$ cat src/rtl/vga_plot_arbiter.sv
`timescale 1ns/1ps
// vga_plot_arbiter
// Shares the vga_adapter pixel-write port between several drawing engines
// (board reset, tile draw, line colouring, feedback, score overlay).
// Each engine raises req[i] with its pixel on x_in/y_in/colour_in. In any
// cycle where req[i] && grant[i], that pixel is accepted. Raising lock[i]
// with an accepted pixel keeps ownership, so a whole shape is drawn before
// any other engine gets a turn.
//
// Ports:
//   clock, resetn        50 MHz clock and asynchronous active-low reset
//   req, lock            per-channel request and keep-ownership flags
//   x_in, y_in,          packed per-channel pixel data; channel i occupies
//   colour_in            bits [i*W +: W] of each bus
//   grant                one-hot or zero acceptance strobe (combinational)
//   busy, owner          registered LOCKED flag and the locked channel index
//   x, y, colour, plot   registered pixel write to the adapter
//   clip_count           saturating count of rejected off-screen pixels
module vga_plot_arbiter #(
  parameter int N_CH    = 5,
  parameter int X_W     = 9,
  parameter int Y_W     = 8,
  parameter int C_W     = 3,
  parameter int X_MAX   = 319,
  parameter int Y_MAX   = 239,
  parameter int RR_MODE = 0
) (
  input  logic                clock,
  input  logic                resetn,
  input  logic [N_CH-1:0]     req,
  input  logic [N_CH-1:0]     lock,
  input  logic [N_CH*X_W-1:0] x_in,
  input  logic [N_CH*Y_W-1:0] y_in,
  input  logic [N_CH*C_W-1:0] colour_in,
  output logic [N_CH-1:0]     grant,
  output logic                busy,
  output logic [2:0]          owner,
  output logic [X_W-1:0]      x,
  output logic [Y_W-1:0]      y,
  output logic [C_W-1:0]      colour,
  output logic                plot,
  output logic [15:0]         clip_count
);

  typedef enum logic {IDLE, LOCKED} state_t;

  localparam logic [X_W-1:0] X_LIM = X_W'(X_MAX);
  localparam logic [Y_W-1:0] Y_LIM = Y_W'(Y_MAX);

  state_t          state_q, state_d;
  logic [2:0]      owner_q, owner_d;
  logic [2:0]      ptr_q, ptr_d;
  logic [N_CH-1:0] grant_arb;
  logic            accept;
  logic [2:0]      acc_idx;
  logic [X_W-1:0]  x_sel;
  logic [Y_W-1:0]  y_sel;
  logic [C_W-1:0]  c_sel;
  logic            in_bounds;

  // Free arbitration used while nobody owns the frame buffer. Round robin
  // starts its search one past the last accepted channel, so the channel
  // that just wrote becomes the lowest priority.
  always_comb begin
    logic       found;
    logic [2:0] idx;
    grant_arb = '0;
    found     = 1'b0;
    idx       = '0;
    if (RR_MODE != 0) begin
      for (int k = 1; k <= N_CH; k++) begin
        idx = 3'((int'(ptr_q) + k) % N_CH);
        if (!found && req[idx]) begin
          grant_arb[idx] = 1'b1;
          found          = 1'b1;
        end
      end
    end else begin
      for (int i = 0; i < N_CH; i++) begin
        if (!found && req[i]) begin
          grant_arb[i] = 1'b1;
          found        = 1'b1;
        end
      end
    end
  end

  // While locked only the owner can be granted; if it pauses its requests
  // everyone else stalls rather than sneaking pixels into the middle of a shape.
  always_comb begin
    grant = '0;
    if (resetn) begin
      if (state_q == LOCKED) begin
        grant[owner_q] = req[owner_q];
      end else begin
        grant = grant_arb;
      end
    end
  end

  // Grant only ever covers requesting channels, so any grant bit is an accept.
  // This also picks out the accepted channel's pixel and checks it against
  // the screen.
  always_comb begin
    accept  = |grant;
    acc_idx = '0;
    x_sel   = '0;
    y_sel   = '0;
    c_sel   = '0;
    for (int i = 0; i < N_CH; i++) begin
      if (grant[i]) begin
        acc_idx = 3'(i);
        x_sel   = x_in[i*X_W +: X_W];
        y_sel   = y_in[i*Y_W +: Y_W];
        c_sel   = colour_in[i*C_W +: C_W];
      end
    end
    in_bounds = (x_sel <= X_LIM) && (y_sel <= Y_LIM);
  end

  // Next-state logic. Release depends only on the owner's lock, so an owner
  // that drops lock without a pixel still frees the arbiter.
  always_comb begin
    state_d = state_q;
    owner_d = owner_q;
    ptr_d   = ptr_q;
    if (accept) begin
      ptr_d = acc_idx;
    end
    case (state_q)
      IDLE: begin
        if (accept && lock[acc_idx]) begin
          state_d = LOCKED;
          owner_d = acc_idx;
        end
      end
      LOCKED: begin
        if (!lock[owner_q]) begin
          state_d = IDLE;
        end
      end
      default: state_d = IDLE;
    endcase
  end

  // Arbiter state registers. The pointer resets to the last channel so that
  // channel 0 wins the first round-robin search.
  always_ff @(posedge clock or negedge resetn) begin
    if (!resetn) begin
      state_q <= IDLE;
      owner_q <= '0;
      ptr_q   <= 3'(N_CH - 1);
    end else begin
      state_q <= state_d;
      owner_q <= owner_d;
      ptr_q   <= ptr_d;
    end
  end

  assign busy  = (state_q == LOCKED);
  assign owner = owner_q;

  // Adapter output stage. Coordinates only move on an on-screen accept; in
  // every other cycle they hold, so the adapter never sees dummy values.
  always_ff @(posedge clock or negedge resetn) begin
    if (!resetn) begin
      x          <= '0;
      y          <= '0;
      colour     <= '0;
      plot       <= 1'b0;
      clip_count <= '0;
    end else begin
      plot <= accept && in_bounds;
      if (accept && in_bounds) begin
        x      <= x_sel;
        y      <= y_sel;
        colour <= c_sel;
      end
      if (accept && !in_bounds && (clip_count != 16'hFFFF)) begin
        clip_count <= clip_count + 16'd1;
      end
    end
  end

endmodule

$ cat config.mk
export PLATFORM = sky130hd
export DESIGN_NAME = vga_plot_arbiter
export DESIGN_NICKNAME = d
export VERILOG_FILES = /design/src/rtl/vga_plot_arbiter.sv
export SDC_FILE = /design/constraint.sdc
export NUM_CORES = 1
export LEC_CHECK = 0
export BUFFER_PORTS_ARGS = -buffer_cell sky130_fd_sc_hd__buf_4
export CAP_MARGIN = 20
export CORE_ASPECT_RATIO = 1.4
export CORE_UTILIZATION = 40
export CTS_BUF_LIST = sky130_fd_sc_hd__clkbuf_8
export CTS_CLUSTER_DIAMETER = 120
export CTS_CLUSTER_SIZE = 30
export DETAILED_ROUTE_END_ITERATION = 10
export GPL_TIMING_DRIVEN = 0
export PLACE_DENSITY = 0.76
export SLEW_MARGIN = 20
export SYNTH_ARGS = -nofsm -noshare
export SYNTH_HDL_FRONTEND = slang
export SYNTH_SLANG_ARGS = --single-unit
$ cat constraint.sdc
create_clock -name clock -period 5.5 [get_ports clock]
set_input_delay 1.65 -clock clock [delete_from_list [all_inputs] [get_ports clock]]
set_output_delay 1.65 -clock clock [all_outputs]
set_load 0.005 [all_outputs]
======== Yosys cells after proc, flatten, opt, wreduce, memory -nomap -nowiden ========
Cells that the tools add are included.
word-level totals
  bits in latches ......................... 0
  bits in writable memories ............... 0
  memories kept ........................... 0
  word-level logic and storage cells ...... 73
  output and inout port bits .............. 46
  input bits .............................. 112
  flip-flop bits (word level) ............. 41
  memory bits (read-only) ................. 0
operators by class
  reductions and logical operators ........ 17
  divide/modulo/power cells ............... 0
  $lt $le $gt $ge ......................... 5
  shifts and indexed selects .............. 0
  multiplexer cells ....................... 40
  equality and inequality tests ........... 1
  add/subtract/negate cells ............... 1
  bitwise gates (word level) .............. 2
  $mul .................................... 0
operators with widths
  cell                                                 count
  2-to-1 mux 9 bit                                     5
  2-to-1 mux 8 bit                                     5
  2-to-1 mux 3 bit                                     8
  adder 16 x 1 -> 16 bit, second input constant        1
  != test 16 bit, second input constant                1
  2-to-1 mux 1 bit                                     15
  logical AND 1 bit                                    10
  2-to-1 mux 5 bit                                     2
  binary-select mux 1 bit (select 3 bit)               3
  <= comparator 9 bit, second input constant           1
  <= comparator 8 bit, second input constant           1
  < comparator 3 x 4 -> 1 bit, second input constant   2
  bitwise AND 5 bit                                    1
  zero test 1 bit                                      5
  OR reduction 5 bit                                   1
  demux 1 bit (select 3 bit)                           1
  >= comparator 3 x 1 -> 1 bit, second input constant  1
  case mux 1 bit (2 select lines)                      1
  AND reduction 2 bit                                  1
  NOT 1 bit                                            1

======== Longest topological paths before layout ========
Gate-level depths: netlist (run 1).
  word-level depth ........................ 25
  depth in mapped cells ................... 11
  depth with buffers taken out ............ 8

======== Worst setup path after synthesis (run 1) ========
Ideal clock, no wire load.
  path kind ............................... in2out
  start point ............................. input port req[0]
  end point ............................... output port grant[4]
  stages .................................. 5
  arrival ................................. 3.140 ns
  required time ........................... 3.850 ns
  slack ................................... 0.710 ns
  path buffers ............................ 3
  cell sequence ........................... or4_4 o32ai_4 buf_6 clkbuf_1 buf_4
between the ends
  word-level cells in the longest chain between the ends .. 15
  elaborated cells on any way between the ends .. 18
  those cells by class .................... 9 x mux; 1 x bitwise; 8 x reduce/logical
ends and longest elaborated chain
  element             RTL line  text
  start, declared     30        input logic [N_CH-1:0] req,
  2-to-1 mux 1 bit    80        if (!found && req[i]) begin
  zero test 1 bit     80
  logical AND 1 bit   80
  2-to-1 mux 1 bit    80
  zero test 1 bit     80
  logical AND 1 bit   80
  2-to-1 mux 1 bit    80
  zero test 1 bit     80
  logical AND 1 bit   80
  2-to-1 mux 1 bit    80
  zero test 1 bit     80
  logical AND 1 bit   80
  2-to-1 mux 1 bit    80
  2-to-1 mux 5 bit *  93        if (state_q == LOCKED) begin
  2-to-1 mux 5 bit *  92        if (resetn) begin
  end, declared       35        output logic [N_CH-1:0] grant,
Every way passes the cells marked *; elsewhere a longest branch is shown, timed or not. The select of a mux whose other input is x is not followed.

======== Worst setup path after layout (run 1) ========
  start point ............................. input port resetn
  end point ............................... output port grant[1]
between the ends
  word-level cells in the longest chain between the ends .. 1
ends and longest elaborated chain
  element           RTL line  text
  start, declared   29        input logic resetn,
  2-to-1 mux 5 bit  92
Every way passes these cells.

==> flow_summary.rst, run 1 <==
.. list-table::
   :header-rows: 1

   * - Metric
     - Value
   * - Worst slew pin tran
     - 693 ps
   * - Source of the worst register-to-register timing path
     - owner[1]$_DFFE_PN0P_
   * - Start point of the worst min-delay path
     - clip_count[10]$_DFFE_PN0P_
   * - Synth area leader
     - dfrtp_1
   * - Proportion of register bits with asynchronous set or reset after synthesis
     - 1.00
   * - Reg clk slew, reported paths
     - 90 ps
   * - Worst hold-check path type
     - flop to flop
   * - Final Critical Period
     - 5310 ps
   * - Depth of the worst register-to-register path
     - 9
   * - Critical path endpoint category
     - output port
   * - Number of DRC markers after the initial detailed-route iteration
     - 188
   * - Seq pwr share
     - 0.374
   * - Cell count after synthesis
     - 243
   * - Average routed wire per standard cell
     - 17.3 um
   * - Most area-consuming cells after synthesis
     - dfrtp_1 (41%), mux2_2 (9.8%), a222oi_1 (6.4%), a22oi_1 (6.0%), xnor2_1 (4.9%)
   * - Peak ir drop on the vdd network
     - 0.180 mV
   * - Register bit total from synthesis
     - 41
   * - Most frequent standard cell in the layout excluding fill and tap cells
     - buf_4
   * - Overall routed net length
     - 8.23 mm
   * - Number of CTS-inserted buffers
     - 5
   * - Number of instances on the worst hold path
     - 1
   * - Detailed Routing Iterations Pass 1
     - 7
   * - Number of warning messages in the yosys log
     - 0
   * - Antenna viol nets, final
     - 0
   * - Arrival time at the worst endpoint
     - 3660 ps
   * - # Post-CTS Setup Buffers
     - 0
   * - Number of nets produced by synthesis
     - 356
   * - Placement row count
     - 33
   * - Diode insertion count for antenna repair
     - 0
   * - Via count of the first global-routing pass
     - 2744
   * - Hold-critical path endpoint
     - clip_count[10]$_DFFE_PN0P_
   * - Root Driver
     - clkbuf_8
   * - Syn-to-layout area delta
     - 54.6%
   * - DP Worst Slack
     - -274 ps
   * - Clock network power share
     - 0.211
   * - Setup skew after layout
     - 7.14 ps
   * - Fin cells
     - 475
   * - DRC
     - 0
   * - Clock latency of the later-clocked register in the worst-skew pair
     - 300 ps
   * - Fin util
     - 0.651
   * - Fin. Hold Viols
     - 0
   * - Detailed-route vias per instance
     - 5.66
   * - Setup crit start kind
     - primary input
   * - Count of distinct cell types in the synthesized netlist
     - 49
   * - Fin Setup TNS
     - 0 ps
   * - Area used by multi-input combinational logic
     - 1370 um^2
   * - Share of post-route cells with drive strength above 1
     - 0.526
   * - Largest net degree at the start of global routing
     - 43
   * - Combinational cell fraction of total power
     - 0.415
   * - Starting utilization of the core area
     - 0.421
   * - Result of the run
     - finished, final reports clean
   * - Post-layout net count
     - 517
   * - Sequential cell area fraction in the yosys report
     - 0.407
   * - Commonest non-fill, non-tap cells in the layout
     - buf_4 (157), dfrtp_1 (41), nand2_1 (30), mux2_2 (22), a22oi_1 (20)
   * - Max-capacitance violation count
     - 0
   * - Fraction of synthesized cell area taken by the top area cell type
     - 0.407
   * - Area of the die
     - 6630 um^2
   * - Per-instance average area after synthesis
     - 10.4 um^2
   * - Peak clock frequency supported by timing
     - 188 MHz
   * - Slew headroom
     - 0.534
   * - Total grt overflow
     - 0
   * - CTS Sinks
     - 41
   * - Die span in x
     - 69.1 um
   * - IO Port Bufs
     - 157
   * - Largest fanout on the critical path
     - 42
   * - Main flop type after synthesis
     - dfrtp_1
   * - Core area
     - 5990 um^2
   * - Placed wire-length estimate after detailed placement
     - 6.54 mm
   * - Number of antenna violations at the first check in global routing
     - 0
   * - Hold buffers post-CTS
     - 0
   * - Leakage
     - 1.94 nW
   * - Global-route wire length before repair
     - 13.3 mm
   * - Switch share
     - 0.315
   * - Data required time at the worst endpoint
     - 3850 ps
   * - Final setup viols
     - 0
   * - Net switching power
     - 370 uW
   * - Die Y-Extent
     - 95.9 um
   * - Via Count
     - 2690
   * - Count of H-tree levels built during CTS
     - 2
   * - Power per cell area
     - 301 nW/um^2
   * - Final worst-path cycle share
     - 0.966
   * - Global placement routability congestion
     - 0.892
   * - Boundary Pins
     - 158
   * - WS Path Type
     - primary input to output port
   * - Max-slew violations
     - 0
   * - CTS tree
     - built
   * - Sequential standard cell area
     - 1030 um^2
   * - Count of filler cells inserted in the layout
     - 525
   * - Count of flip-flops with a built-in enable after synthesis
     - 0
   * - Cell total after placement
     - 470
   * - Longest Clk Path Bufs
     - 2
   * - Min Hold Slack
     - 502 ps
   * - R2r setup slk
     - 2340 ps
   * - Overall track demand over capacity in global routing
     - 0.254
   * - Final worst-path setup slack
     - 187 ps
   * - End of the worst register-to-register path
     - owner[1]$_DFFE_PN0P_
   * - RSZ-0062 raised after global routing
     - no
   * - P_int
     - 804 uW
   * - Netlist area before placement
     - 2520 um^2
## Yosys cell counts (2+ instances only)
| cell type | instances |
|---|---|
| nor4_1 | 3 |
| a21oi_2 | 2 |
| o31a_1 | 2 |
| buf_2 | 4 |
| a21oi_4 | 2 |
| or2_2 | 2 |
| and2_1 | 2 |
| mux2_2 | 22 |
| o32ai_1 | 2 |
| buf_6 | 4 |
| a22oi_1 | 20 |
| buf_1 | 4 |
| nand2_1 | 30 |
| a222oi_1 | 16 |
| clkbuf_1 | 5 |
| and3_1 | 4 |
| nand4bb_1 | 2 |
| nand3_1 | 12 |
| dfrtp_1 | 41 |
| nor2_1 | 7 |
| xnor2_1 | 14 |
| a21oi_1 | 3 |
| inv_1 | 6 |
| nand4_1 | 7 |
| nor2b_1 | 3 |
## worst max path at each step
stage | startpoint | to | slack, ps | cells after the start
floorplan | req[0] | grant[4] | 710 | 5
global placement | resetn | grant[4] | -250 | 8
detailed placement | resetn | grant[4] | -270 | 8
CTS | resetn | grant[0] | 1 | 7
global route | resetn | grant[1] | 30 | 7
finish | resetn | grant[1] | 190 | 7
## power by group through the flow
| stage | sequential [mW] | combinational, mW | clock, mW |
|---|---|---|---|
| after floorplan | 0.444 | 0.223 | 0 |
| after global placement | 0.440 | 0.485 | 0 |
| after detailed placement | 0.444 | 0.491 | 0 |
| after CTS | 0.439 | 0.491 | 0.253 |
| after global routing | 0.452 | 0.528 | 0.265 |
| final | 0.439 | 0.487 | 0.248 |
## kinds of logic after synthesis
kind of cell / synth area share
buffers and inverters: 0.0511
multiplexers: 0.111
XOR/XNOR: 0.0521
AND/OR/NAND/NOR: 0.173
AO/OA/AOI/OAI: 0.201
adder cells (fa/ha/maj): 0.00496
flip-flops: 0.407
## per-layer routing
layer,vias to the layer above,part of all wire,GRT usage,routed length [um]
met5,-,0,0,0
met4,0,0.025,0.107,205
met3,15,0.062,0.0440,512
met2,132,0.53,0.467,4400
met1,1289,0.38,0.292,3120
li1,1254,-,-,-
## per-stage QoR
stage	power, mW	cell area [um^2]
after floorplan	0.667	2520
after global placement	0.924	3790
after detailed placement	0.935	3790
after CTS	1.18	3900
final	1.17	3890
after global routing	1.24	3890
## cell type report
cell class	count	area share
Buffer	15	0.0247
Clock buffer	5	0.0177
Clock inverter	3	0.0119
Inverter	6	0.00578
Multi-Input combinational cell	178	0.350
Sequential cell	41	0.263
Tap cell	70	0.0225
Timing Repair Buffer	157	0.304
## flip-flops by register name, indices dropped and copies added, names as in the netlist
name / cells
y: 8
plot: 1
clip_count: 16
busy: 1
x: 9
colour: 3
owner: 3
## critical path, stage by stage
cell and delay, ps:
buf_6 310, buf_1 380, nand2_1 120, a21oi_2 270, buf_2 310, buf_1 400
buf_4 200
## what timing repair did
item | CTS | global route
cloned | 0 | 0
setup endpoints to repair | 4 | 3
gates resized for setup | 1 | 2
Note: power is estimated with default switching activity, not from simulation.
==> run 2, diff against run 1 <==
--- a/config.mk
+++ b/config.mk
@@ -14,7 +14,7 @@
 export CTS_CLUSTER_SIZE = 30
 export DETAILED_ROUTE_END_ITERATION = 10
 export GPL_TIMING_DRIVEN = 0
-export PLACE_DENSITY = 0.76
+export PLACE_DENSITY = 0.88
 export SLEW_MARGIN = 20
 export SYNTH_ARGS = -nofsm -noshare
 export SYNTH_HDL_FRONTEND = slang
==> run 2 against run 1 <==
Sequential power barely moved. Power down 2.5%. Final cell count increased by 0.21%. Register-to-register slack improved by 220 ps. Worst hold slack lost 0.82 ps. Non-clock buffer count rose by 1. First-iteration DRC count rose by 16%. Critical path type unchanged.
==> flow_summary.rst, run 2 (synthesized netlist as in run 1, its figures left out) <==
.. list-table::
   :header-rows: 1

   * - Metric
     - Value
   * - Placement row count
     - 33
   * - Die Y-Extent
     - 95.9 um
   * - Boundary Pins
     - 158
   * - Longest Clk Path Bufs
     - 2
   * - Setup skew after layout
     - 6.12 ps
   * - Largest delay share family, worst path
     - buffers and inverters
   * - GR met3 Demand/Resource
     - 0.0461
   * - IO Port Bufs
     - 157
   * - Die span in x
     - 69.1 um
   * - Placed wire-length estimate after detailed placement
     - 6.71 mm
   * - DRC
     - 0
   * - Peak ir drop on the vdd network
     - 0.199 mV
   * - Peak clock frequency supported by timing
     - 193 MHz
   * - Setup crit start kind
     - primary input
   * - Depth of the worst register-to-register path
     - 11
   * - Instance area at placement
     - 3790 um^2
   * - Post-layout net count
     - 518
   * - Clock latency of the later-clocked register in the worst-skew pair
     - 290 ps
   * - Met1 Use GR
     - 0.302
   * - CTS Sinks
     - 41
   * - Slew headroom
     - 0.552
   * - Library cell contributing the largest single delay on the critical path
     - or4_4
   * - Share of post-route cells with drive strength above 1
     - 0.525
   * - Via Count
     - 2691
   * - Root Driver
     - clkbuf_8
   * - Overall track demand over capacity in global routing
     - 0.252
   * - CTS tree
     - built
   * - Power per cell area
     - 295 nW/um^2
   * - Average routed wire per standard cell
     - 17.5 um
   * - Fin cells
     - 476
   * - DP Worst Slack
     - -223 ps
   * - Number of antenna violations at the first check in global routing
     - 0
   * - Min Hold Slack
     - 501 ps
   * - Detailed-route vias per instance
     - 5.65
   * - Reg clk slew, reported paths
     - 80 ps
   * - Commonest non-fill, non-tap cells in the layout
     - buf_4 (157), dfrtp_1 (41), nand2_1 (30), mux2_2 (22), a22oi_1 (20)
   * - Final worst-path setup slack
     - 313 ps
   * - Largest net degree at the start of global routing
     - 43
   * - Leakage
     - 1.95 nW
   * - Largest registers
     - clip_count (16), x (9), y (8)
   * - Cell total after placement
     - 470
   * - Max stage delay on crit path
     - 580 ps
   * - Diode insertion count for antenna repair
     - 0
   * - Global placement routability congestion
     - 0.942
   * - Global-route wire length before repair
     - 13.1 mm
   * - Top cell by count, worst path
     - buf_4
   * - Final Critical Period
     - 5190 ps
   * - RSZ-0062 raised after global routing
     - no
   * - Met2 demand-to-capacity share in global routing
     - 0.441
   * - Flip-flop count of the largest register, all copies and words added
     - 16
   * - Total non-filler cell area in the finished layout
     - 3880 um^2
   * - Final worst-path cycle share
     - 0.943
   * - Buffers and inverters on the worst path
     - 4
   * - Worst slew pin tran
     - 666 ps
   * - Data required time at the worst endpoint
     - 3850 ps
   * - Number of CTS-inserted buffers
     - 5
   * - Detailed Routing Iterations Pass 1
     - 7
   * - Power after layout
     - 1.15 mW
   * - Max-slew violations
     - 0
   * - Count of H-tree levels built during CTS
     - 2
   * - Layer with the highest usage
     - met2
   * - Total grt overflow
     - 0
   * - Result of the run
     - finished, final reports clean
   * - Core area
     - 5990 um^2
   * - Antenna viol nets, final
     - 0
   * - Max-capacitance violation count
     - 0
   * - Arrival time at the worst endpoint
     - 3540 ps
   * - Fin. Hold Viols
     - 0
   * - Fin util
     - 0.649
   * - Depth of the critical timing path with buffers and inverters included
     - 6
   * - Syn-to-layout area delta
     - 54.2%
   * - Overall routed net length
     - 8.32 mm
   * - Area of the die
     - 6630 um^2
   * - Largest reg by FF count
     - clip_count
   * - Worst hold-check path type
     - flop to flop
   * - Starting utilization of the core area
     - 0.421
   * - Worst path cell trace
     - buf_4 > or4_4 > a21oi_4 > buf_2 > buf_1 > buf_4
   * - Number of instances on the worst hold path
     - 1
   * - Final setup viols
     - 0
   * - Fin Setup TNS
     - 0 ps
   * - Critical path endpoint category
     - output port
   * - Number of DRC markers after the initial detailed-route iteration
     - 219
   * - Most frequent standard cell in the layout excluding fill and tap cells
     - buf_4
   * - # Post-CTS Setup Buffers
     - 0
   * - Via count of the first global-routing pass
     - 2767
   * - WS Path Type
     - primary input to output port
   * - Largest fanout on the critical path
     - 10
==> run 2: cell types whose count changed in the layout (fill, tap and decap cells not counted) <==
| cell | delta |
|---|---|
| bufinv_16 | -1 |
| clkinv_4 | -1 |
| clkbuf_8 | +2 |
| clkinv_2 | +1 |
| clkinvlp_4 | -1 |
| buf_1 | +1 |
==> run 2: power by group <==
part / internal, mW / switching (mW) / leakage, nW
combinational: 0.285 / 0.207 / 1.34
clock: 0.113 / 0.0999 / 0.0542
sequential: 0.385 / 0.0549 / 0.549
==> run 2: worst paths after layout <==
path / start / to / slack (ps)
max in group asynchronous: resetn / busy$_DFF_PN0_ / 3890
setup reg to reg: owner[0]$_DFFE_PN0P_ / x[2]$_DFFE_PN0P_ / 2560
hold reg to reg: clip_count[10]$_DFFE_PN0P_ / clip_count[10]$_DFFE_PN0P_ / 500
hold / removal: clip_count[10]$_DFFE_PN0P_ / clip_count[10]$_DFFE_PN0P_ / 500
min in group asynchronous: resetn / clip_count[13]$_DFFE_PN0P_ / 1280
setup / recovery: req[0] / grant[3] / 310
==> run 2: metal layers <==
metal,routed length [um],part of all wire
met1,3150,0.38
met2,4230,0.51
met3,647,0.078
met4,289,0.035
met5,0,0
==> run 2: layout make-up <==
type / instances / area [um^2]
well taps: 70 / 87.6
clock inverters: 1 / 5.00
fillers: 483 / 2100
plain buffers: 16 / 100
clock buffers: 7 / 96.3
inverters: 6 / 22.5
repair buffers: 157 / 1180
flip-flops and latches: 41 / 1030
multi-input cells: 178 / 1370
==> run 2: repair_timing <==
item	in CTS	in global routing
resized for setup	1	2
setup endpoints to repair	2	3
hold buffers	0	0
